==> src/rtl/fetch_stage_if.sv <==
// Instruction-memory fetch port: one outstanding word request, completed by ack.
interface fetch_stage_if;
    logic        req;
    logic [31:0] addr;
    logic        ack;
    logic [31:0] rdata;

    modport master (
        output req,
        output addr,
        input  ack,
        input  rdata
    );

    modport slave (
        input  req,
        input  addr,
        output ack,
        output rdata
    );
endinterface

==> src/rtl/fetch_stage.sv <==
// Instruction-fetch stage: PC, req/ack word fetch, one-entry stall buffer and
// branch/jump redirect with drain of an in-flight request.
module fetch_stage #(
    parameter logic [31:0] RESET_PC = 32'h0000_0000
) (
    input  logic          clk_i,
    input  logic          rst_i,
    fetch_stage_if.master imem,
    input  logic          stall_i,
    input  logic          redirect_i,
    input  logic [31:0]   redirect_pc_i,
    output logic [31:0]   instr_o,
    output logic [31:0]   pc_plus4_o,
    output logic          instr_valid_o
);

    typedef enum logic [1:0] {
        S_IDLE   = 2'd0,
        S_FETCH  = 2'd1,
        S_BUFFER = 2'd2,
        S_DRAIN  = 2'd3
    } state_t;

    state_t      state_q;
    logic [31:0] pc_q;
    logic        req_q;
    logic [31:0] addr_q;
    logic [31:0] instr_q;
    logic [31:0] pc_plus4_q;
    logic        instr_valid_q;
    logic [31:0] buf_q;
    logic [31:0] buf_addr_q;

    logic        loadable_s;
    logic [31:0] target_s;
    logic [31:0] pc_inc_s;

    assign loadable_s = !instr_valid_q || !stall_i;
    assign target_s   = redirect_pc_i & 32'hFFFF_FFFC;
    assign pc_inc_s   = pc_q + 32'd4;

    assign imem.req      = req_q;
    assign imem.addr     = addr_q;
    assign instr_o       = instr_q;
    assign pc_plus4_o    = pc_plus4_q;
    assign instr_valid_o = instr_valid_q;

    // Fetch FSM with PC, output register and stall buffer all updated together.
    always_ff @(posedge clk_i or posedge rst_i) begin
        if (rst_i) begin
            state_q       <= S_IDLE;
            pc_q          <= RESET_PC & 32'hFFFF_FFFC;
            req_q         <= 1'b0;
            addr_q        <= 32'd0;
            instr_q       <= 32'd0;
            pc_plus4_q    <= 32'd0;
            instr_valid_q <= 1'b0;
            buf_q         <= 32'd0;
            buf_addr_q    <= 32'd0;
        end else begin
            // Consumption by decode; any load below overrides this.
            if (instr_valid_q && !stall_i) begin
                instr_valid_q <= 1'b0;
            end else begin
                instr_valid_q <= instr_valid_q;
            end

            if (redirect_i) begin
                instr_valid_q <= 1'b0;
                pc_q          <= target_s;
                case (state_q)
                    S_FETCH, S_DRAIN: begin
                        if (imem.ack) begin
                            state_q <= S_FETCH;
                            req_q   <= 1'b1;
                            addr_q  <= target_s;
                        end else begin
                            state_q <= S_DRAIN;
                        end
                    end
                    S_IDLE, S_BUFFER: begin
                        state_q <= S_FETCH;
                        req_q   <= 1'b1;
                        addr_q  <= target_s;
                    end
                    default: begin
                        state_q <= S_IDLE;
                        req_q   <= 1'b0;
                    end
                endcase
            end else begin
                case (state_q)
                    S_IDLE: begin
                        state_q <= S_FETCH;
                        req_q   <= 1'b1;
                        addr_q  <= pc_q;
                    end
                    S_FETCH: begin
                        if (imem.ack && loadable_s) begin
                            instr_q       <= imem.rdata;
                            pc_plus4_q    <= addr_q + 32'd4;
                            instr_valid_q <= 1'b1;
                            pc_q          <= pc_inc_s;
                            addr_q        <= pc_inc_s;
                        end else if (imem.ack) begin
                            buf_q      <= imem.rdata;
                            buf_addr_q <= addr_q;
                            pc_q       <= pc_inc_s;
                            req_q      <= 1'b0;
                            state_q    <= S_BUFFER;
                        end else begin
                            state_q <= S_FETCH;
                        end
                    end
                    S_BUFFER: begin
                        if (!stall_i) begin
                            instr_q       <= buf_q;
                            pc_plus4_q    <= buf_addr_q + 32'd4;
                            instr_valid_q <= 1'b1;
                            state_q       <= S_FETCH;
                            req_q         <= 1'b1;
                            addr_q        <= pc_q;
                        end else begin
                            state_q <= S_BUFFER;
                        end
                    end
                    S_DRAIN: begin
                        // The acked word belongs to the abandoned path.
                        if (imem.ack) begin
                            state_q <= S_FETCH;
                            req_q   <= 1'b1;
                            addr_q  <= pc_q;
                        end else begin
                            state_q <= S_DRAIN;
                        end
                    end
                    default: begin
                        state_q <= S_IDLE;
                        req_q   <= 1'b0;
                    end
                endcase
            end
        end
    end

endmodule

==> src/flat_wrapper.sv <==
// flat-port wrapper written by rule: the top's interface ports become plain ports
module fetch_stage_flat 
#(
    parameter logic [31:0] RESET_PC = 32'h0000_0000
)
  (clk_i, rst_i, stall_i, redirect_i, redirect_pc_i, instr_o, pc_plus4_o, instr_valid_o, imem_req, imem_addr, imem_ack, imem_rdata);
  fetch_stage_if imem_i ();
  input  logic clk_i;
  input  logic rst_i;
  input  logic stall_i;
  input  logic redirect_i;
  input  logic [31:0] redirect_pc_i;
  output logic [31:0] instr_o;
  output logic [31:0] pc_plus4_o;
  output logic instr_valid_o;
  output wire logic [$bits(imem_i.req)-1:0] imem_req;
  output wire logic [$bits(imem_i.addr)-1:0] imem_addr;
  input wire logic [$bits(imem_i.ack)-1:0] imem_ack;
  input wire logic [$bits(imem_i.rdata)-1:0] imem_rdata;
  assign imem_req = imem_i.req;
  assign imem_addr = imem_i.addr;
  assign imem_i.ack = imem_ack;
  assign imem_i.rdata = imem_rdata;
  fetch_stage #(.RESET_PC(RESET_PC)) u_core (.clk_i(clk_i), .rst_i(rst_i), .imem(imem_i), .stall_i(stall_i), .redirect_i(redirect_i), .redirect_pc_i(redirect_pc_i), .instr_o(instr_o), .pc_plus4_o(pc_plus4_o), .instr_valid_o(instr_valid_o));
endmodule
==> config.mk <==
export PLATFORM = sky130hd
export DESIGN_NAME = fetch_stage_flat
export DESIGN_NICKNAME = d
export VERILOG_FILES = /design/src/rtl/fetch_stage_if.sv /design/src/rtl/fetch_stage.sv /design/src/flat_wrapper.sv
export SDC_FILE = /design/constraint.sdc
export NUM_CORES = 1
export LEC_CHECK = 0
export ABC_AREA = 1
export CAP_MARGIN = 20
export CELL_PAD_IN_SITES_DETAIL_PLACEMENT = 0
export CELL_PAD_IN_SITES_GLOBAL_PLACEMENT = 1
export CORE_AREA = 2 2 161 163
export CTS_CLUSTER_SIZE = 12
export DETAILED_ROUTE_END_ITERATION = 7
export DIE_AREA = 0 0 163 165
export PLACE_DENSITY_LB_ADDON = 0.1
export SYNTH_ARGS = -nofsm -noshare
export SYNTH_HDL_FRONTEND = slang
export SYNTH_SLANG_ARGS = --single-unit
==> constraint.sdc <==
create_clock -name clk_i -period 9.08 [get_ports clk_i]
set_clock_uncertainty 0.15 [all_clocks]
set_input_delay 0.908 -clock clk_i [delete_from_list [all_inputs] [get_ports clk_i]]
set_output_delay 0.908 -clock clk_i [all_outputs]
set_load 0.02 [all_outputs]
# [Word-level counts from Yosys, hierarchy flattened]
# Cells that the tools add are included.
[totals] input_bits=69 output_inout_bits=98 register_bits=196
[classes] n_bitwise=2 reduce_logical=16 mux=36 eq_ne=11 add_sub_neg=3
[op_table] cell="$mux 32" n=13
[op_table] cell="$pmux 32 s2" n=3
[op_table] cell="$pmux 32 s4" n=1
[op_table] cell="$add 32x3->32 const B" n=3
[op_table] cell="$ne 3x3->1 const B" n=5
[op_table] cell="$reduce_and 4->1" n=3
[op_table] cell="$mux 2" n=5
[op_table] cell="$mux 1" n=9
[op_table] cell="$pmux 2 s4" n=1
[op_table] cell="$eq 2x2->1 const B" n=2
[op_table] cell="$pmux 1 s2" n=2
[op_table] cell="$pmux 1 s4" n=1
[op_table] cell="$pmux 2 s2" n=1
[op_table] cell="$reduce_bool 2->1" n=2
[op_table] cell="$reduce_or 2->1" n=2
[op_table] cell="$ne 3x2->1 const B" n=1
[op_table] cell="$reduce_and 3->1" n=1
[op_table] cell="$reduce_bool 3->1" n=1
[op_table] cell="$eq 2x1->1 const B" n=1
[op_table] cell="$logic_and 1x1->1" n=2
[op_table] cell="$logic_not 1->1" n=2
[op_table] cell="$logic_not 2->1" n=1
[op_table] cell="$ne 2x1->1 const B" n=1
[op_table] cell="$ne 2x2->1 const B" n=1
[op_table] cell="other kinds (3)" n=4

# [Longest topological paths before layout]
# Gate-level depths: netlist of run 1.
[depth] depth_word=6 mapped_depth=16 mapped_depth_nobuf=14

# [Worst setup path after synthesis of run 1]
# No wires, ideal clock.
[synth_path] kind="register to register" startpoint="reg u_core.state_q[0]" endpoint="reg u_core.pc_plus4_q[28], in the netlist u_core.pc_plus4_o[28]" path_stages_with_launch=15 arrival_time_ps=2022 path_slack_ps=6790 required_ps=8813 path_cell_list="dfrtp_1 > inv_1 > ha_1 > buf_6 > o21ai_2 > ha_1 > nand2_1 > nor2_1 > nand2_1 > nor2_2 > nand2_1 > nand2_1 > nand2_1 > nand2_1 > nand2_1"
[synth_via] elab_chain_len=3
[synth_rtl] item="from (decl)" line_no="fetch_stage.sv:24" rtl="state_t state_q;"
[synth_rtl] item="from (signal assigned)" line_no="fetch_stage.sv:51" rtl="state_q <= S_IDLE;"
[synth_rtl] item="from (signal assigned)" line_no="fetch_stage.sv:74" rtl="state_q <= S_FETCH;"
[synth_rtl] item="from (signal assigned)" line_no="fetch_stage.sv:78" rtl="state_q <= S_DRAIN;"
[synth_rtl] item="$eq 2x1->1 / $eq 2x2->1 (equally long branches)" line_no="fetch_stage.sv:92" rtl="case (state_q)"
[synth_rtl] item="$ne 2x1->1 (no line) (tied with other cells)"
[synth_rtl] item="$reduce_and 4->1 (no line)"
[synth_rtl] item="to (signal assigned)" line_no="fetch_stage.sv:101" rtl="pc_plus4_q <= addr_q + 32'd4;"
[synth_rtl] item="to (signal assigned)" line_no="fetch_stage.sv:118" rtl="pc_plus4_q <= buf_addr_q + 32'd4;"
[synth_rtl] item="to (decl)" line_no="fetch_stage.sv:29" rtl="logic [31:0] pc_plus4_q;"
# Several ways; a longest one is shown, not always the timed one.
# A chain may end at the register's enable or synchronous reset.

# [Worst setup path after layout of run 1]
# Same ends and word-level chain as after synthesis.

==> results of run 1 <==
layout make-up:
| cell class | count | share of cell area, % |
|---|---|---|
| clock buffers | 17 | 3.33 |
| clock inverters | 14 | 1.11 |
| inverters | 118 | 3.52 |
| multi-input cells | 1082 | 38.0 |
| flip-flops and latches | 191 | 37.4 |
| well taps | 330 | 3.23 |
| repair buffers | 175 | 13.4 |
critical path: stages, from the launching register on:
cell and delay [ps]:
dfrtp_1 400, inv_1 140, ha_4 370, buf_4 640, inv_2 40, buf_4 380
nand2_1 140, o21ai_1 90, nor2_1 360, nand2_1 210, nor2_2 210, nand2_1 80
nand2_1 60, nand2_1 50, nand2_1 60, nand2_1 60
per-stage QoR:
step / util (%) / hold slack (ps) / instance area, sq um / worst slack, ps / cells
2_1_floorplan: - / 292 / 10400 / 2820 / 1461
3_3_place_gp: 48.8 / 303 / 12200 / 5100 / 1896
3_5_place_dp: 48.8 / 308 / 12200 / 5130 / 1896
4_1_cts: 51.1 / 326 / 12800 / 5420 / 1927
5_1_grt: 51.1 / 343 / 12800 / 5030 / 1927
6_report: 51.1 / 323 / 12800 / 5460 / 1927
cells in the final DEF, fill, tap and decap left out, types with 3 or more instances in the layout:
cell type | Yosys | layout
o211ai_1 | 18 | 18
clkdlybuf4s50_1 | 0 | 163
nand3_1 | 51 | 51
buf_4 | 4 | 11
ha_1 | 6 | 5
nand3b_1 | 4 | 4
o221ai_1 | 11 | 11
o21ai_1 | 17 | 17
inv_1 | 109 | 108
a21oi_1 | 64 | 64
xnor2_1 | 3 | 3
a22oi_1 | 5 | 5
nand4_1 | 7 | 7
inv_2 | 7 | 7
o21ai_2 | 6 | 6
dfrtp_1 | 191 | 191
and2_1 | 3 | 3
nand2_1 | 589 | 589
o21ai_0 | 71 | 71
nor2_1 | 146 | 146
xor2_1 | 16 | 16
clkbuf_16 | 0 | 17
nor2_2 | 10 | 9
a31oi_1 | 47 | 47
inv_8 | 0 | 8
cell families (layout without fill, tap and decap cells):
group | Yosys count | in the layout | share of synthesized area, %
AND/OR/NAND/NOR | 815 | 815 | 30.8
buffers and inverters | 188 | 324 | 7.44
XOR/XNOR | 19 | 19 | 1.60
AO/OA/AOI/OAI | 242 | 242 | 13.4
flip-flops | 191 | 191 | 46.0
adder cells (fa/ha/maj) | 6 | 6 | 0.722
synthesized netlist by cell type:
cell type	number	area share (%)
a21oi_1	64	3.1
a22oi_1	5	0.36
a31oi_1	47	2.8
and2_1	3	0.18
buf_1	7	0.25
buf_2	24	1.2
buf_4	4	0.29
buf_6	3	0.33
clkbuf_1	32	1.2
clkinv_1	2	0.072
dfrtp_1	191	46
ha_1	6	0.72
inv_1	109	3.9
inv_2	7	0.25
nand2_1	589	21
nand2_2	1	0.060
nand3_1	51	2.5
nand3b_1	4	0.29
nand4_1	7	0.42
nor2_1	146	5.3
nor2_2	10	0.60
nor3_1	1	0.048
nor3b_1	2	0.14
o211ai_1	18	1.3
o21ai_0	71	3.4
o21ai_1	17	0.82
o21ai_2	6	0.51
o21bai_1	1	0.072
o221ai_1	11	0.93
o22ai_1	2	0.12
or2_2	1	0.060
xnor2_1	3	0.25
xor2_1	16	1.3
worst paths after layout:
path | to | slack (ps) | start
min in group asynchronous | u_core.instr_o[3] | 910 | rst_i
max reg2reg | u_core.pc_plus4_o[28] | 5460 | u_core.state_q[0]
min reg2reg | u_core.buf_q[24] | 320 | u_core.buf_q[24]
max | u_core.pc_plus4_o[28] | 5460 | u_core.state_q[0]
min | u_core.buf_q[24] | 320 | u_core.buf_q[24]
max in group asynchronous | u_core.imem.addr[1] | 6330 | rst_i
layer usage:
metal	GRT usage (%)	vias to the layer above
met5	0	-
met4	5.79	0
met1	34.6	4436
li1	-	4928
met2	37.0	221
met3	2.99	28
registers in the layout, indices dropped and copies added, names as in the netlist:
register              count
u_core.pc_q              30
u_core.pc_plus4_o        31
u_core.imem.req           1
u_core.buf_q             32
u_core.buf_addr_q        31
u_core.state_q            2
u_core.instr_o           32
u_core.instr_valid_o      1
u_core.imem.addr         31
power groups by stage:
stage / Clock (mW) / Combinational (mW) / Sequential (mW)
CTS: 0.757 / 2.23 / 1.47
finish: 0.740 / 2.21 / 1.47
floorplan: 0 / 1.16 / 1.66
global placement: 0 / 2.21 / 1.47
global route: 0.791 / 2.47 / 1.51
detailed placement: 0 / 2.22 / 1.48
==> run_results.csv, run 1 <==
group,metric,value,unit
global_route,antenna_found_initial,0,
synthesis,syn_inst,1461,
placed_design,place.port_buffers,164,
power_and_ir_drop,p_seq_share,33.2,%
routing,wl_met2,14200,um
power_and_ir_drop,finalPower,4.42,mW
placed_design,globalplace.congestion,0.872,
clock_network,cts_root_buf,"clkbuf_16",
clock_network,cts_sinks,191,
sta,hold_viol,0,
run_status,status,"completed",
synthesis,synth.distinct_cells,33,
routing,route.met3.wl,1100,um
routing,drtPass1Iterations,7,
power_and_ir_drop,p_leak,6.06,nW
routing,wl_met1,15400,um
routing,drt-vias-per-instance,4.99,
floorplan,die_y,165,um
synthesis,syn_nets,1536,
worst_hold_path,worstHoldPathType,"flop to flop",
sta,fin_crit_sh,39.9,%
global_route,grt_start_max_net_pins,121,
routing,routed_wl,31100,um
power_and_ir_drop,power_density,346,nW/um^2
power_and_ir_drop,vdd_drop_max,156,uV
sta,tns,0,ps
critical_path,ff2ff_path_depth,15,
routing,vias,9613,
clock_network,clkLatencyLatePin,440,ps
critical_path,cp_data_arrival_time,3800,ps
clock_network,cts_post_setup_buffers_inserted,0,
clock_network,holdBufCountCts,0,
final_layout,seqCellArea,4780,sq um
floorplan,die_w,163,um
clock_network,cts_tree,"done",
synthesis,ys_ff_latch,191,
critical_path,required,9250,ps
power_and_ir_drop,power_switching,2.02,mW
final_layout,n_antenna_cell,0,
critical_path,cp-start-kind,"flop",
clock_network,post_cts_resized,0,
routing,routedWlPerCell,16.2,um
placed_design,hpwl,21500,um
global_route,grt_pass1_vias,8948,
routing,first_iter_violations,780,
critical_path,cp-end-kind,"flop",
floorplan,ios,167,
sta,slew-limit-headroom,35.0,%
final_layout,fillers,2535,
synthesis,yosysWarnings,0,
worst_hold_path,holdPathStages,2,
final_layout,fin_nets,1660,
clock_network,clockBufferDepth,2,
final_layout,multi_input_area,4860,sq um
floorplan,start_util,41.5,%
power_and_ir_drop,power_frac_clock,16.7,%
clock_network,numCtsBuffers,17,
global_route,grt_pass1_wl,49100,um
final_layout,drive_gt1_share,4.38,%
routing,ant_nets,0,
global_route,grt_use_total,23.6,%
clock_network,clkSlewWorstSetupHoldPaths,70,ps
sta,fmax,0.276,GHz
sta,period_needed,3620,ps
routing,maxUsedRoutingLayer,"met4",
global_route,grt-ovfl-total,0,
critical_path,crit_fanout,69,
sta,rsz0062_at_grt,"no",
run,cap_violations,0,
floorplan,core_area,25000,sq um
sta,worst_pin_slew,975,ps
sta,slew_viol_final,0,
routing,drc,0,
power_and_ir_drop,p_comb_share,50.1,%
power_and_ir_drop,switching_share,45.8,%
synthesis,syn-cell-area,10400,sq um
synthesis,yosysSeqAreaShare,46.0,%
sta,finalSetupViolCount,0,
clock_network,cts_htree_levels,4,
critical_path,path_class,"flop to flop",
synthesis,syn_avg_cell_area,7.11,sq um
power_and_ir_drop,p_int,2.40,mW
floorplan,die-area,26900,sq um
floorplan,num_rows,58,
final_layout,area_growth,23.0,%
(Power assumes the default switching activity.)
==> inputs of run 2 (changes only) <==
- CORE_AREA: 2 2 161 163 -> 2 2 176 178
- DIE_AREA: 0 0 163 165 -> 0 0 178 180
- clock period: 9.08 -> 3.2 ns (I/O delays scaled with it)
==> run_results.csv, run 2 (synthesis gave the netlist of run 1 again) <==
group,metric,value,unit
power_and_ir_drop,p_comb_share,50.7,%
final_layout,final_cells,2017,
clock_network,cts_root_buf,"clkbuf_16",
routing,routed_wl,32900,um
placed_design,placed_area,12600,sq um
placed_design,place_inst,1985,
placed_design,hpwl,24000,um
floorplan,die_y,180,um
power_and_ir_drop,finalPower,12.9,mW
sta,slew_viol_final,0,
clock_network,cts_tree,"done",
clock_network,cts_htree_levels,4,
final_layout,fin_area,13200,sq um
routing,vias,9654,
sta,fmax,0.358,GHz
critical_path,crit_start,"u_core.state_q[0]",
critical_path,critPathMaxStageDelay,440,ps
power_and_ir_drop,power_switching,5.88,mW
run,cap_violations,0,
sta,slew-limit-headroom,59.2,%
power_and_ir_drop,p_int,7.00,mW
sta,fin_crit_sh,87.3,%
routing,ant_nets,0,
global_route,grt_use_total,21.0,%
power_and_ir_drop,power_frac_clock,16.9,%
clock_network,holdBufCountCts,0,
power_and_ir_drop,power_density,977,nW/um^2
clock_network,clkLatencyLatePin,450,ps
floorplan,ios,167,
final_layout,multi_input_area,4860,sq um
sta,finalSetupViolCount,0,
routing,first_iter_violations,638,
critical_path,rrSetupSlack,410,ps
floorplan,core_area,30200,sq um
sta,rsz0062_at_grt,"no",
sta,period_needed,2790,ps
clock_network,cts_sinks,191,
floorplan,die_w,178,um
critical_path,path_class,"flop to flop",
floorplan,num_rows,64,
critical_path,cp-start-kind,"flop",
final_layout,final_cell_mix,"nand2_1 (589), dfrtp_1 (191), clkdlybuf4s50_1 (163)",
global_route,antenna_found_initial,0,
sta,worst_hold_slack,135,ps
final_layout,area_growth,26.8,%
final_layout,n_antenna_cell,0,
final_layout,drive_gt1_share,5.80,%
power_and_ir_drop,vdd_drop_max,370,uV
placed_design,globalplace.congestion,0.897,
critical_path,cp_data_arrival_time,2980,ps
worst_hold_path,worstHoldPathType,"input pin to async pin",
clock_network,clockBufferDepth,2,
power_and_ir_drop,p_leak,6.22,nW
sta,hold_viol,0,
final_layout,layout_commonest_cell,"nand2_1",
routing,drc,0,
clock_network,cts_post_setup_buffers_inserted,0,
clock_network,clkSlewWorstSetupHoldPaths,90,ps
global_route,grt-ovfl-total,0,
routing,drtPass1Iterations,5,
routing,routedWlPerCell,16.3,um
power_and_ir_drop,switching_share,45.7,%
critical_path,crit_chain,"inv_1, ha_4, buf_4, nand2_1, o21ai_1, nand2_1, nor2_1, nand2_1, nor2_1, nand2_1, nand2_1, nand2_1, nand2_1, nand2_1",
floorplan,start_util,34.4,%
power_and_ir_drop,p_seq_share,32.4,%
run_status,status,"completed",
final_layout,fillers,3146,
final_layout,fin_nets,1683,
global_route,grt_start_max_net_pins,61,
clock_network,post_cts_resized,0,
floorplan,die-area,32000,sq um
critical_path,slowest_stage,"ha_4",
routing,drt-vias-per-instance,4.79,
sta,worst_slack,408,ps
critical_path,crit_fanout,39,
placed_design,place_ws,421,ps
global_route,grt_pass1_wl,52800,um
critical_path,cp-end-kind,"flop",
critical_path,required,3390,ps
critical_path,crit_path_frequent_cell,"nand2_1",
sta,worst_pin_slew,611,ps
sta,tns,0,ps
final_layout,seqCellArea,4780,sq um
global_route,grt_pass1_vias,9185,
final_layout,final_util,43.7,%
critical_path,reg2reg_from,"u_core.state_q[0]",
clock_network,numCtsBuffers,17,
placed_design,place.port_buffers,164,
-- run 2: per-layer routing --
metal | up-vias | track usage [%] | routed length (um)
met5 | - | 0 | 0
met4 | 0 | 5.21 | 493
met3 | 23 | 2.83 | 1090
met2 | 202 | 33.2 | 15300
met1 | 4465 | 30.4 | 16000
li1 | 4964 | - | -
-- run 2: area by class of cell --
class	instances	area share, %
Multi-Input combinational cell	1082	36.8
Sequential cell	191	36.3
Timing Repair Buffer	198	15.2
Tap cell	396	3.76
Inverter	118	3.39
Clock buffer	17	3.23
Clock inverter	15	1.32
-- run 2: final timing paths --
path                                          to  depth (start not counted)
setup / recovery           u_core.pc_plus4_o[25]                         14
hold / removal                 u_core.instr_o[6]                          2
setup reg to reg           u_core.pc_plus4_o[25]                         14
hold reg to reg            u_core.buf_addr_q[28]                          2
max in group asynchronous   u_core.imem.addr[19]                          3
min in group clk_i               u_core.imem.req                          5
-- run 2: worst max-delay path: cells and delay by family, from the launching register on --
kind / cells / cell delay [ps]
buffers and inverters: 2 / 550
adder cells (fa/ha/maj): 1 / 440
flip-flops: 1 / 400
AND/OR/NAND/NOR: 10 / 940
AO/OA/AOI/OAI: 1 / 190
-- run 2: power by group through the flow --
stage          clock (mW)  combinational, mW  sequential, mW
2_1_floorplan           0               3.28            4.71
3_3_place_gp            0               6.54            4.20
3_5_place_dp            0               6.58            4.22
4_1_cts              2.25               6.60            4.18
5_1_grt              2.34               7.27            4.32
6_report             2.18               6.53            4.17
